`src/rtl/sdram_port_share.sv`:
```
// Round-robin sharer: multiplexes NCLI burst-level clients onto one upstream
// SDRAM arbiter port. One client owns the port from grant until its
// BURST_LEN-th acknowledged beat (or until it withdraws before any beat).
//
// Handshake: a client raises CLI_REQ_IN and holds it, with a stable access
// descriptor, until CLI_DONE_OUT. Each cycle with CLI_ACK_OUT high is one
// accepted beat: write data in .data is consumed, or read data on
// CLI_DATA_OUT is valid. DONE pulses together with the final ACK. The client
// drops REQ the cycle after DONE.

package SDRAM_PKG;
    typedef logic [15:0] data_t;

    typedef struct packed {
        logic [1:0]  bank;
        logic [12:0] row;
        logic [8:0]  col;
        data_t       data;
    } dram_access_t;
endpackage

module sdram_port_share #(
    parameter int NCLI      = 3,
    parameter int BURST_LEN = 8
) (
    input  logic                                 CLK,
    input  logic                                 RESET_IN,
    input  logic [NCLI-1:0]                      CLI_WRITE_IN,
    input  SDRAM_PKG::dram_access_t [NCLI-1:0]   CLI_ACS_IN,
    input  logic [NCLI-1:0]                      CLI_REQ_IN,
    output logic [NCLI-1:0]                      CLI_ACK_OUT,
    output SDRAM_PKG::data_t [NCLI-1:0]          CLI_DATA_OUT,
    output logic [NCLI-1:0]                      CLI_DONE_OUT,
    output logic                                 PORT_WRITE_OUT,
    output SDRAM_PKG::dram_access_t              PORT_ACS_OUT,
    output logic                                 PORT_REQ_OUT,
    input  logic                                 PORT_ACK_IN,
    input  SDRAM_PKG::data_t                     PORT_DATA_IN
);

    localparam int GW = (NCLI > 1) ? $clog2(NCLI) : 1;
    localparam int BW = (BURST_LEN > 1) ? $clog2(BURST_LEN) : 1;

    typedef enum logic {
        IDLE = 1'b0,
        BUSY = 1'b1
    } state_t;

    state_t          state, state_n;
    logic [GW-1:0]   grant, grant_n;
    logic [GW-1:0]   rr_ptr, rr_n;
    logic [BW-1:0]   beat_cnt, beat_n;
    logic            seen_ack, seen_n;

    logic            sel_found;
    logic [GW-1:0]   sel_idx;
    logic [GW-1:0]   next_ptr;
    int              cand;

    // Pointer handed to the next arbitration: the slot after the current owner
    assign next_ptr = (grant == GW'(NCLI - 1)) ? '0 : grant + GW'(1);

    // Round-robin search: first requesting client at or after rr_ptr
    always_comb begin
        sel_found = 1'b0;
        sel_idx   = '0;
        cand      = 0;
        for (int k = 0; k < NCLI; k++) begin
            cand = (int'(rr_ptr) + k) % NCLI;
            if (!sel_found && CLI_REQ_IN[GW'(cand)]) begin
                sel_found = 1'b1;
                sel_idx   = GW'(cand);
            end
        end
    end

    // State and bookkeeping registers
    always_ff @(posedge CLK or posedge RESET_IN) begin
        if (RESET_IN) begin
            state    <= IDLE;
            grant    <= '0;
            rr_ptr   <= '0;
            beat_cnt <= '0;
            seen_ack <= 1'b0;
        end else begin
            state    <= state_n;
            grant    <= grant_n;
            rr_ptr   <= rr_n;
            beat_cnt <= beat_n;
            seen_ack <= seen_n;
        end
    end

    // Next-state and port/client steering; ack and done are combinational from PORT_ACK_IN
    always_comb begin
        state_n        = state;
        grant_n        = grant;
        rr_n           = rr_ptr;
        beat_n         = beat_cnt;
        seen_n         = seen_ack;
        PORT_REQ_OUT   = 1'b0;
        PORT_WRITE_OUT = 1'b0;
        PORT_ACS_OUT   = '0;
        CLI_ACK_OUT    = '0;
        CLI_DONE_OUT   = '0;
        case (state)
            IDLE: begin
                // Acks arriving here belong to nobody and are dropped
                if (sel_found) begin
                    grant_n = sel_idx;
                    beat_n  = '0;
                    seen_n  = 1'b0;
                    state_n = BUSY;
                end
            end
            BUSY: begin
                PORT_REQ_OUT       = CLI_REQ_IN[grant];
                PORT_WRITE_OUT     = CLI_WRITE_IN[grant];
                PORT_ACS_OUT       = CLI_ACS_IN[grant];
                CLI_ACK_OUT[grant] = PORT_ACK_IN;
                if (PORT_ACK_IN) begin
                    seen_n = 1'b1;
                    if (beat_cnt == BW'(BURST_LEN - 1)) begin
                        CLI_DONE_OUT[grant] = 1'b1;
                        state_n             = IDLE;
                        rr_n                = next_ptr;
                        beat_n              = '0;
                    end else begin
                        beat_n = beat_cnt + BW'(1);
                    end
                end else if (!seen_ack && !CLI_REQ_IN[grant]) begin
                    // Withdrawn before the arbiter accepted anything: release at once.
                    // Once a beat has been seen the burst must run to completion.
                    state_n = IDLE;
                    rr_n    = next_ptr;
                end
            end
            default: state_n = IDLE;
        endcase
    end

    // Read data is broadcast; each client qualifies it with its own ACK
    always_comb begin
        for (int i = 0; i < NCLI; i++) begin
            CLI_DATA_OUT[i] = PORT_DATA_IN;
        end
    end

endmodule

```
`config.mk`:
```
export PLATFORM = sky130hd
export DESIGN_NAME = sdram_port_share
export DESIGN_NICKNAME = d
export VERILOG_FILES = /design/src/rtl/sdram_port_share.sv
export SDC_FILE = /design/constraint.sdc
export NUM_CORES = 1
export LEC_CHECK = 0
export CORE_MARGIN = 4
export CORE_UTILIZATION = 28
export DETAILED_ROUTE_END_ITERATION = 8
export GPL_TIMING_DRIVEN = 0
export PLACE_DENSITY = 0.81
export SLEW_MARGIN = 20
export SYNTH_ARGS = -nofsm -noshare
export SYNTH_HDL_FRONTEND = slang
export SYNTH_SLANG_ARGS = --single-unit
```
`constraint.sdc`:
```
create_clock -name CLK -period 2.47 [get_ports CLK]
set_input_delay 0.741 -clock CLK [delete_from_list [all_inputs] [get_ports CLK]]
set_output_delay 0.741 -clock CLK [all_outputs]
set_load 0.03 [all_outputs]
```
# Yosys cells after proc, flatten, opt, wreduce, memory -nomap -nowiden
# Index checks and enable logic that the tools add are counted.
dict set report word_totals {
  regBits 9
  output_inout_bits 96
  wordCells 82
}
dict set report op_classes {
  add_sub_neg 4
  div_mod_pow 3
  order_cmp 5
  eq_ne 5
  n_mux 46
  n_bitwise 2
  reduce_logical 12
}
# cell n
set ops {}
lappend ops {{binary-select mux 40 bit (select 2 bit)} 1}
lappend ops {{two-way mux 40 bit} 2}
lappend ops {{remainder unit 32 x 3 -> 32 bit, second input constant} 2}
lappend ops {{remainder unit 3 x 3 -> 32 bit, second input constant} 1}
lappend ops {{two-way mux 3 bit} 7}
lappend ops {{two-way mux 1 bit} 20}
lappend ops {{two-way mux 2 bit} 7}
lappend ops {{less-than comparator 2 x 4 -> 1 bit, second input constant} 3}
lappend ops {{binary-select mux 1 bit (select 2 bit)} 5}
lappend ops {{case mux 3 bit (2 select lines)} 1}
lappend ops {{logical AND 1 bit} 4}
lappend ops {{logical NOT 1 bit} 4}
lappend ops {{!= test 2 bit, second input constant} 2}
lappend ops {{case mux 1 bit (2 select lines)} 2}
lappend ops {{AND reduction 2 bit} 2}
lappend ops {{adder 2 x 1 -> 3 bit, second input constant} 1}
lappend ops {{adder 2 x 2 -> 3 bit, second input constant} 1}
lappend ops {{adder 3 x 1 -> 3 bit, second input constant} 1}
lappend ops {{bitwise AND 3 bit} 1}
lappend ops {{equality test 3 bit, second input constant} 1}
lappend ops {{less-than comparator 2 x 3 -> 1 bit, second input constant} 1}
lappend ops {{AND reduction 3 bit} 1}
lappend ops {{adder 2 x 1 -> 2 bit, second input constant} 1}
lappend ops {{demux 1 bit (select 2 bit)} 1}
lappend ops {{5 further kinds} 5}

# Logic depth before layout (Yosys ltp)
dict set report depth {
  word_depth 13
  mapped_depth 8
  depth_no_buf 7
}

# Worst setup path after synthesis
# Ideal clock, no wire load.
dict set report synth_timing {
  path_kind {reg-to-output}
  startpoint {reg grant[0]}
  endpoint {out PORT_ACS_OUT[32] in the netlist's numbering}
  t_arrival_ns 1.566
  t_required_ns 1.729
  slack_ns 0.163
  stages_incl_launch_ff 8
  n_path_buf 3
  cell_sequence {dfrtp_1 buf_2 buf_2 buf_2 mux2i_1 nor2_1 a21oi_1 nor2_1}
}
# item line
set synth_lines {}
lappend synth_lines {{from (decl)} 50} ;# logic [GW-1:0] grant, grant_n;
lappend synth_lines {{from (signal assigned)} 87} ;# grant <= grant_n;
lappend synth_lines {{to (decl)} 35} ;# output SDRAM_PKG::dram_access_t PORT_ACS_OUT,

==> results.py <==
metrics = {
    "finish": {
        "regArea_sq_um": 225.2,
        "final_nets": 690,
        "multi_input_area_sq_mm": 0.001363,
        "final_layout_size_suffix_gt1_share_pct": 24.12,
        "stdcell_count": 638,
        "final_area_sq_mm": 0.004642,
        "syn_to_final_growth_pct": 125.4,
        "diodes": 0,
        "num-fill-cells": 637,
    },
    "flow_run": {
        "max_cap_violations": 0,
    },
    "placement": {
        "port_buffers": 224,
        "dp_cells": 631,
        "gp_congestion": 0.8118,
        "dp_hpwl_microns": 8045,
        "place_area_sq_mm": 0.004425,
    },
    "worst_setup_path": {
        "worstPathMaxFanout": 1,
        "cp-startpoint": "CLI_ACS_IN[69]",
        "crit_chain": "clkdlybuf4s50_1 -> mux2i_1 -> nor2_1 -> a21oi_1 -> nor2_1 -> buf_4",
        "critPathLaunchType": "primary input",
        "critical_path.most_common_cell": "nor2_1",
        "critPathRequiredTime_ns": 1.73,
        "r2r_start": "rr_ptr[0]",
        "crit_arrival_ns": 1.70,
        "endpoint_kind": "output port",
        "critical_path.max_stage_delay_ns": 0.41,
        "crit_slowest_cell": "clkdlybuf4s50_1",
        "path_class": "in2out",
    },
    "clocking": {
        "clock_sinks": 9,
        "root_buffer": "clkbuf_8",
        "clockBufferDepth": 2,
        "cts_made_buffers": 3,
        "holdBufCountCts": 0,
        "clock_latency_ns": 0.23,
        "ctsHtreeMaxLevel": 1,
        "cts_tree": "done",
        "path_clk_slew_ns": 0.04,
    },
    "hold_path": {
        "hp-class": "reg2reg",
        "worstHoldStart": "seen_ack",
    },
    "global_route": {
        "grt_pass1_wl_microns": 14120,
        "grt_max_degree": 11,
        "grt_pass1_vias": 3002,
        "met2_usage_pct": 35.54,
        "use_met3_pct": 5.208,
        "use_met1_pct": 22.48,
        "top_usage_layer": "met2",
        "gr-usage-all-layers_pct": 19.45,
        "grt-ovfl-total": 0,
        "antenna_found_initial": 0,
    },
    "synth": {
        "async_flop_share_pct": 100.0,
        "synth-adder-area-share_pct": 3.038,
        "synth_area_leader_cell": "mux2i_1",
        "yosys-top-cells-area": "mux2i_1 22%, buf_4 18%, nor2_1 16%",
        "synthSimpleGateAreaFrac_pct": 21.69,
        "yosysMostFrequentCell": "nor2_1",
        "ys_warn_count": 0,
        "synth_top_flop_cell": "dfrtp_1",
        "netlist_instances": 308,
        "synth_mux_area_share_pct": 22.90,
        "synth_top_area_share_pct": 22.36,
        "synth_nets": 458,
        "synth_top_family_by_area": "buffers and inverters",
        "avgSynthCellArea_sq_um": 6.687,
        "ys_seq_area_share_pct": 10.94,
        "synth_xor_area_share_pct": 0,
        "synth_edf_count": 0,
        "synth_seq_cells": 9,
        "syn_area_sq_mm": 0.002059,
        "synth_compound_area_share_pct": 17.74,
        "synth_cell_types": 35,
        "netlist_top_cells_count": "89 x nor2_1, 49 x buf_4, 46 x mux2i_1",
    },
    "timing": {
        "hold_viol_final": 0,
        "setup_viol": 0,
        "fmax_ghz": 0.4098,
        "setup_tns_ns": 0,
        "holdWs_ns": 0.5104,
        "finalCritPeriodShare_pct": 98.78,
        "finalMaxSlewViolations": 0,
        "min_period_ns": 2.440,
        "finClkSkew_ns": 0.0009335,
        "slew-limit-headroom_pct": 66.27,
        "tightest_slew_ns": 0.5060,
    },
    "die": {
        "ioPinCount": 241,
        "die_w_microns": 93.76,
        "dieArea_sq_mm": 0.008791,
        "initial_core_util_pct": 28.55,
        "fp.dieH_microns": 93.76,
        "num_rows": 31,
        "core-area_sq_mm": 0.007214,
    },
    "drt": {
        "routedWlPerCell_microns": 15.36,
        "drc": 0,
        "wl_microns": 9800,
        "drt_iter0_drc": 81,
        "vias_per_cell": 4.585,
        "first_pass_iters": 4,
        "num_vias": 2925,
        "ant_nets": 0,
    },
    "pwr": {
        "ir_drop_v": 0.0004446,
        "leakage_nw": 2.629,
        "powerDensity_mw_per_mm2": 819.2,
        "p_total_mw": 3.803,
    },
    "run_status": {
        "status": "finished clean",
    },
}
==> flip-flops by register name, indices dropped and copies added, names as in the netlist <==
name	count
beat_cnt	3
grant	2
rr_ptr	2
seen_ack	1
state	1
==> what timing repair did <==
action	in CTS	in global routing
resized for setup	270	167
setup buffers	0	4
endpoints found under the setup margin	48	44
pin swaps	2	37
==> cell families after synthesis <==
logic type | Yosys count
flip-flops | 9
buffers and inverters | 77
AND/OR/NAND/NOR | 109
adder cells (fa/ha/maj) | 5
AO/OA/AOI/OAI | 61
multiplexers | 47
==> metrics by stage <==
| step | worst slack, ns | utilization (%) |
|---|---|---|
| global placement | -0.7745 | 61.34 |
| detailed placement | -0.7813 | 61.34 |
| CTS | 0.00003186 | 59.63 |
| global route | -0.02415 | 64.34 |
| floorplan | 0.1631 | - |
| finish | 0.03002 | 64.34 |
==> routing by layer <==
metal	wire length [microns]	up-vias
met1	3743	1301
met4	125	0
met2	4943	161
met5	0	-
li1	-	1453
met3	988	10
==> power by group <==
group	internal, mW	leakage (nW)	switching (mW)
registers	0.207	0.105	0.0496
clock network	0.112	0.0228	0.0572
logic	1.42	2.50	1.96
total	1.74	2.63	2.06
==> worst max-delay path, delay by kind of cell <==
family	cells	cell delay, ns
buffers and inverters	2	0.59
muxes	1	0.15
and+or+nand+nor	2	0.11
AOI/OAI and AO/OA	1	0.11
==> layout by cell type (no fill, tap or decap), types with 3 or more instances in the layout <==
cell / count
nor2_1: 89
a31o_1: 3
dfrtp_1: 9
buf_2: 6
ha_1: 5
clkbuf_8: 3
dlygate4sd2_1: 6
clkbuf_1: 6
dlymetal6s2s_1: 71
buf_4: 93
clkbuf_2: 4
buf_12: 3
nand2_1: 5
nor3_1: 3
clkdlybuf4s50_1: 97
a21oi_1: 41
mux2i_1: 46
a22o_1: 3
inv_1: 5
clkdlybuf4s15_2: 3
nand2b_1: 3
clkbuf_4: 7
==> path summary, 6_finish.rpt <==
check	to	slack (ns)	cells after the start
hold / removal	seen_ack	0.51	1
setup reg to reg	grant[1]	0.52	7
min in group asynchronous	rr_ptr[1]	0.78	2
max in group asynchronous	beat_cnt[1]	1.42	2
setup / recovery	PORT_ACS_OUT[29]	0.03	6
hold reg to reg	seen_ack	0.51	1
==> final cells by class <==
cell class	count	share of cell area [%]
buffer	70	11.78
inverter	6	0.4852
clock buffer	4	0.9704
timing repair buffer	228	49.89
multi-input combinational	222	29.35
tap	99	2.668
sequential	9	4.852
No activity file was read; power rests on OpenSTA's default activity.
==> edit 1, RTL diff (same settings) <==
Reset style: synchronous (`RESET_IN`), changed in one clocked block.
--- a/src/rtl/sdram_port_share.sv
+++ b/src/rtl/sdram_port_share.sv
@@ -75,7 +75,7 @@
     end
 
     // State and bookkeeping registers
-    always_ff @(posedge CLK or posedge RESET_IN) begin
+    always_ff @(posedge CLK) begin
         if (RESET_IN) begin
             state    <= IDLE;
             grant    <= '0;
Behaviour: differs if RESET_IN is asserted again (counterexample within 4 cycles, from zero or initial values and one cycle with RESET_IN high); with RESET_IN held inactive, the same outputs for 4 cycles.
==> edit 1 against the original RTL <==
- sequential cell count is the same
- non-clock buffer count rose by 4
- worst setup slack gained 0.012 ns
- synthesized area grew 2.9%
- cell area up 1.4%
- routed wire length is 2.6% higher
- via count up 6.9%
- critical endpoint is now PORT_ACS_OUT[18]
- highest routed layer unchanged
Power is not compared: it rests on default switching activity, and its combinational part moved more than twofold at a synthesized area within 25%.
==> edit 1: results (changes against the original RTL) <==
# fillers 669 (was 637); final setup skew 0.000692 ns (was 0.000933 ns); Global Route met3 Usage 0.0414 (was 0.0521); Post-synth ARST share 0 (was 1.00); Global Route met2 Usage 0.390 (was 0.355); Placed Area 0.00448 sq mm (was 0.00443 sq mm); count of non-CTS buffers in the layout 302 (was 298); Final Non-Filler Cells 659 (was 638); #MultiIn Comb 237 (was 222); initial detailed-routing violation count 79 (was 81); GRT Util Overall 0.196 (was 0.195); post-synthesis net count 474 (was 458); Yosys cell types 38 (was 35); placed insts 646 (was 631); DR WL/cell 15.3 microns (was 15.4 microns); Synth Flop Type dfxtp_1 (was dfrtp_1); layout cell share with drive strength beyond 1 0.247 (was 0.241); IO Port Bufs 223 (was 224); initial antenna violation count 1 (was 0); status finished, final reports clean (unchanged); met1 GRT Util 0.204 (was 0.225); synthesized area per cell 6.54 sq um (was 6.69 sq um); Clock-cell share 0.00957 (was 0.00970); ANT cells 1 (was 0); Placer Congestion 0.828 (was 0.812); Seq/Total Area, Yosys 0.0850 (was 0.109); vias in the first global route 3,185 (was 3,002); worst-margin pin slew 0.456 ns (was 0.506 ns); post-synthesis mux area share 0.233 (was 0.229); synth top area cells mux2i_1 22%, buf_4 18%, nor2_1 15%, a21oi_1 10%, dfxtp_1 8.5% (was mux2i_1 22%, buf_4 18%, nor2_1 16%, dfrtp_1 11%, a21oi_1 10%); Logic inverters 7 (was 6)
[edit 1: cell types whose count changed after synthesis, moves of 3 or more]
cell,unedited run,this run
dfrtp_1,9,0
dfxtp_1,0,9
clkbuf_1,14,9
o21ai_0,2,6
a22o_1,3,0
and2_1,1,4
buf_1,1,4
buf_4,49,52
nand4_1,0,3
[edit 1: stage by stage]
| step | worst slack, ns | TNS (ns) |
|---|---|---|
| final | 0.0416 | 0 |
| after global routing | -0.00807 | -0.00807 |
| after CTS | 0.00153 | 0 |
| after detailed placement | -0.868 | -25.88 |
| after global placement | -0.840 | -24.30 |
| after floorplan | -0.209 | -0.419 |
[edit 1: routing by layer]
layer  share of wire  vias to the layer above
met5               0                        -
met4           0.017                        0
met3            0.10                       17
met1            0.36                     1423
met2            0.52                      167
li1                -                     1520
[edit 1: worst register-to-register path, delay by kind of cell (launching register included)]
| family | cells | cell delay (ns) |
|---|---|---|
| DFF | 1 | 0.32 |
| buffers and inverters | 6 | 0.64 |
| AOI/OAI and AO/OA | 2 | 0.38 |
| muxes | 2 | 0.62 |
[edit 1: worst paths after layout]
kind	depth (start not counted)	startpoint	to	slack (ns)
max	6	CLI_ACS_IN[18]	PORT_ACS_OUT[18]	0.04
min	2	rr_ptr[1]	rr_ptr[1]	0.49
max reg2reg	10	grant[0]	rr_ptr[0]	0.39
min reg2reg	2	rr_ptr[1]	rr_ptr[1]	0.49
[edit 1: report_power, final]
part | internal (mW) | switching, mW | total (mW)
combinational | 0.562 | 0.628 | 1.19
sequential | 0.155 | 0.00572 | 0.161
clock | 0.113 | 0.0604 | 0.173
total | 0.830 | 0.695 | 1.52
[edit 1: what timing repair did]
item,CTS,global route
gates resized for setup,273,153
setup buffers,5,3
pin swaps,5,41
setup endpoints to repair,48,47
hold endpoints to repair,0,0
==> edit 2, RTL diff (same flow settings) <==
Made on the original files. `BURST_LEN`: 8 -> 16.
--- a/src/rtl/sdram_port_share.sv
+++ b/src/rtl/sdram_port_share.sv
@@ -21,7 +21,7 @@
 
 module sdram_port_share #(
     parameter int NCLI      = 3,
-    parameter int BURST_LEN = 8
+    parameter int BURST_LEN = 16
 ) (
     input  logic                                 CLK,
     input  logic                                 RESET_IN,
Check against the original RTL: no difference found for any inputs over 4 cycles, from zero or initial values and one cycle with RESET_IN high; that may be too few to reach the edited logic, so the function may still have changed.
==> edit 2 against the original RTL <==
- combinational power grew 6%
- routed wire length grew 3.2%
- via count grew 2.6%
- worst setup slack lost 0.0089 ns
- power grew 7.3%
- cell count grew 2.2%
- critical path depth is the same
- synthesized area grew 3.8%
- first-iteration DRC count shrank 11%
- synthesized cell count grew 1.6%
- sequential cell count grew 1
- cell area grew 3.0%
- worst hold slack gained 0.049 ns
==> edit 2: results (changes against the original RTL) <==
final setup skew 0.00438 ns (was 0.000933 ns); Largest regs beat_cnt (4), grant (2), rr_ptr (2) (was beat_cnt (3), grant (2), rr_ptr (2)); worst-margin pin slew 0.477 ns (was 0.506 ns); Placed Area 0.00451 sq mm (was 0.00443 sq mm); # fillers 632 (was 637); Leak 2.74 nW (was 2.63 nW); Worst path slowest cell clkdlybuf4s50_1 (unchanged); Yosys cell types 37 (was 35); H-tree lvl count 1 (unchanged); worst slack, placed -0.895 ns (was -0.781 ns); Final Routed Wirelength 10.1 mm (was 9.80 mm); post-synthesis net count 462 (was 458); IO Port Bufs 224 (unchanged); Psw 2.17 mW (was 2.06 mW); top post-synthesis cells by count 88 x nor2_1, 51 x buf_4, 47 x mux2i_1 (was 89 x nor2_1, 49 x buf_4, 46 x mux2i_1); max incr delay on CP 0.46 ns (was 0.41 ns); layout cell share with drive strength beyond 1 0.255 (was 0.241); first drt pass iteration count 4 (unchanged); initial detailed-routing violation count 72 (was 81); Via Count 3,001 (was 2,925); first-pass GRT wire length 14.0 mm (was 14.1 mm); status finished, final reports clean (unchanged); Placer Congestion 0.913 (was 0.812); detailed-placement wirelength estimate 8.32 mm (was 8.05 mm); crit-path max FO 1 (unchanged); GRT Util Overall 0.192 (was 0.195); Seq/Total Area, Yosys 0.117 (was 0.109); fin nets 703 (was 690); Synth Flop Type dfrtp_1 (unchanged); Reg clk slew, reported paths 0.05 ns; synth top area cells mux2i_1 22%, buf_4 18%, nor2_1 15%, dfrtp_1 12%, a21oi_1 10% (was mux2i_1 22%, buf_4 18%, nor2_1 16%, dfrtp_1 11%, a21oi_1 10%); Post-synth ARST share 1.00 (unchanged); VDD IR-drop max 0.000457 V (was 0.000445 V)
## edit 2: logic make-up (layout without fill, tap and decap cells)
kind of cell    after synthesis  after routing  share of synthesized area
simple gates                110            110                      0.209
buf+inv                      75            315                      0.223
compound gates               66             66                      0.200
mux                          48             48                      0.227
flops                        10             10                      0.117
fa+ha+maj                     4              4                     0.0234
## edit 2: timing repair
action	CTS	global route
gates resized for setup	280	150
setup buffers	6	6
pin swaps	2	28
setup endpoints to repair	48	45
## edit 2: per-stage QoR
step	util	cells
5_1_grt	0.652	652
3_5_place_dp	0.615	636
4_1_cts	0.605	646
6_report	0.652	652
2_1_floorplan	-	313
3_3_place_gp	0.615	636
## edit 2: power by group through the flow
stage | sequential, mW | clock, mW | combinational (mW)
2_1_floorplan | 0.278 | 0 | 2.25
3_3_place_gp | 0.289 | 0 | 3.49
3_5_place_dp | 0.292 | 0 | 3.53
4_1_cts | 0.293 | 0.208 | 3.31
5_1_grt | 0.304 | 0.220 | 3.83
6_report | 0.294 | 0.203 | 3.58
## edit 2: worst paths after layout
kind	start	to	slack (ns)	cells after the start
max in group asynchronous	RESET_IN	beat_cnt[3]	1.39	2
max	CLI_ACS_IN[80]	PORT_ACS_OUT[0]	0.02	6
max reg2reg	state	rr_ptr[0]	0.37	9
min in group asynchronous	RESET_IN	rr_ptr[1]	0.79	2
min	beat_cnt[1]	beat_cnt[1]	0.56	2
min reg2reg	beat_cnt[1]	beat_cnt[1]	0.56	2
## edit 2: cell type report
class / count / area (sq um) / area share
tap: 99 / 124 / 0.0259
timing repair buffer: 236 / 2370 / 0.495
inverter: 7 / 26.3 / 0.00550
sequential: 10 / 250 / 0.0523
clock buffer: 4 / 55.1 / 0.0115
multi-input combinational: 228 / 1440 / 0.300
buffer: 68 / 522 / 0.109
## edit 2: per-layer routing
| metal | track usage | share of wire | vias up |
|---|---|---|---|
| met5 | 0 | 0 | - |
| met4 | 0.0391 | 0.011 | 0 |
| met3 | 0.0521 | 0.089 | 10 |
| met2 | 0.357 | 0.53 | 147 |
| met1 | 0.219 | 0.37 | 1356 |
| li1 | - | - | 1488 |
## edit 2: critical path: cells and delay by family
| kind | cells | cell delay (ns) |
|---|---|---|
| multiplexers | 1 | 0.07 |
| buffers and inverters | 2 | 0.64 |
| AO/OA/AOI/OAI | 1 | 0.05 |
| AND/OR/NAND/NOR | 2 | 0.21 |
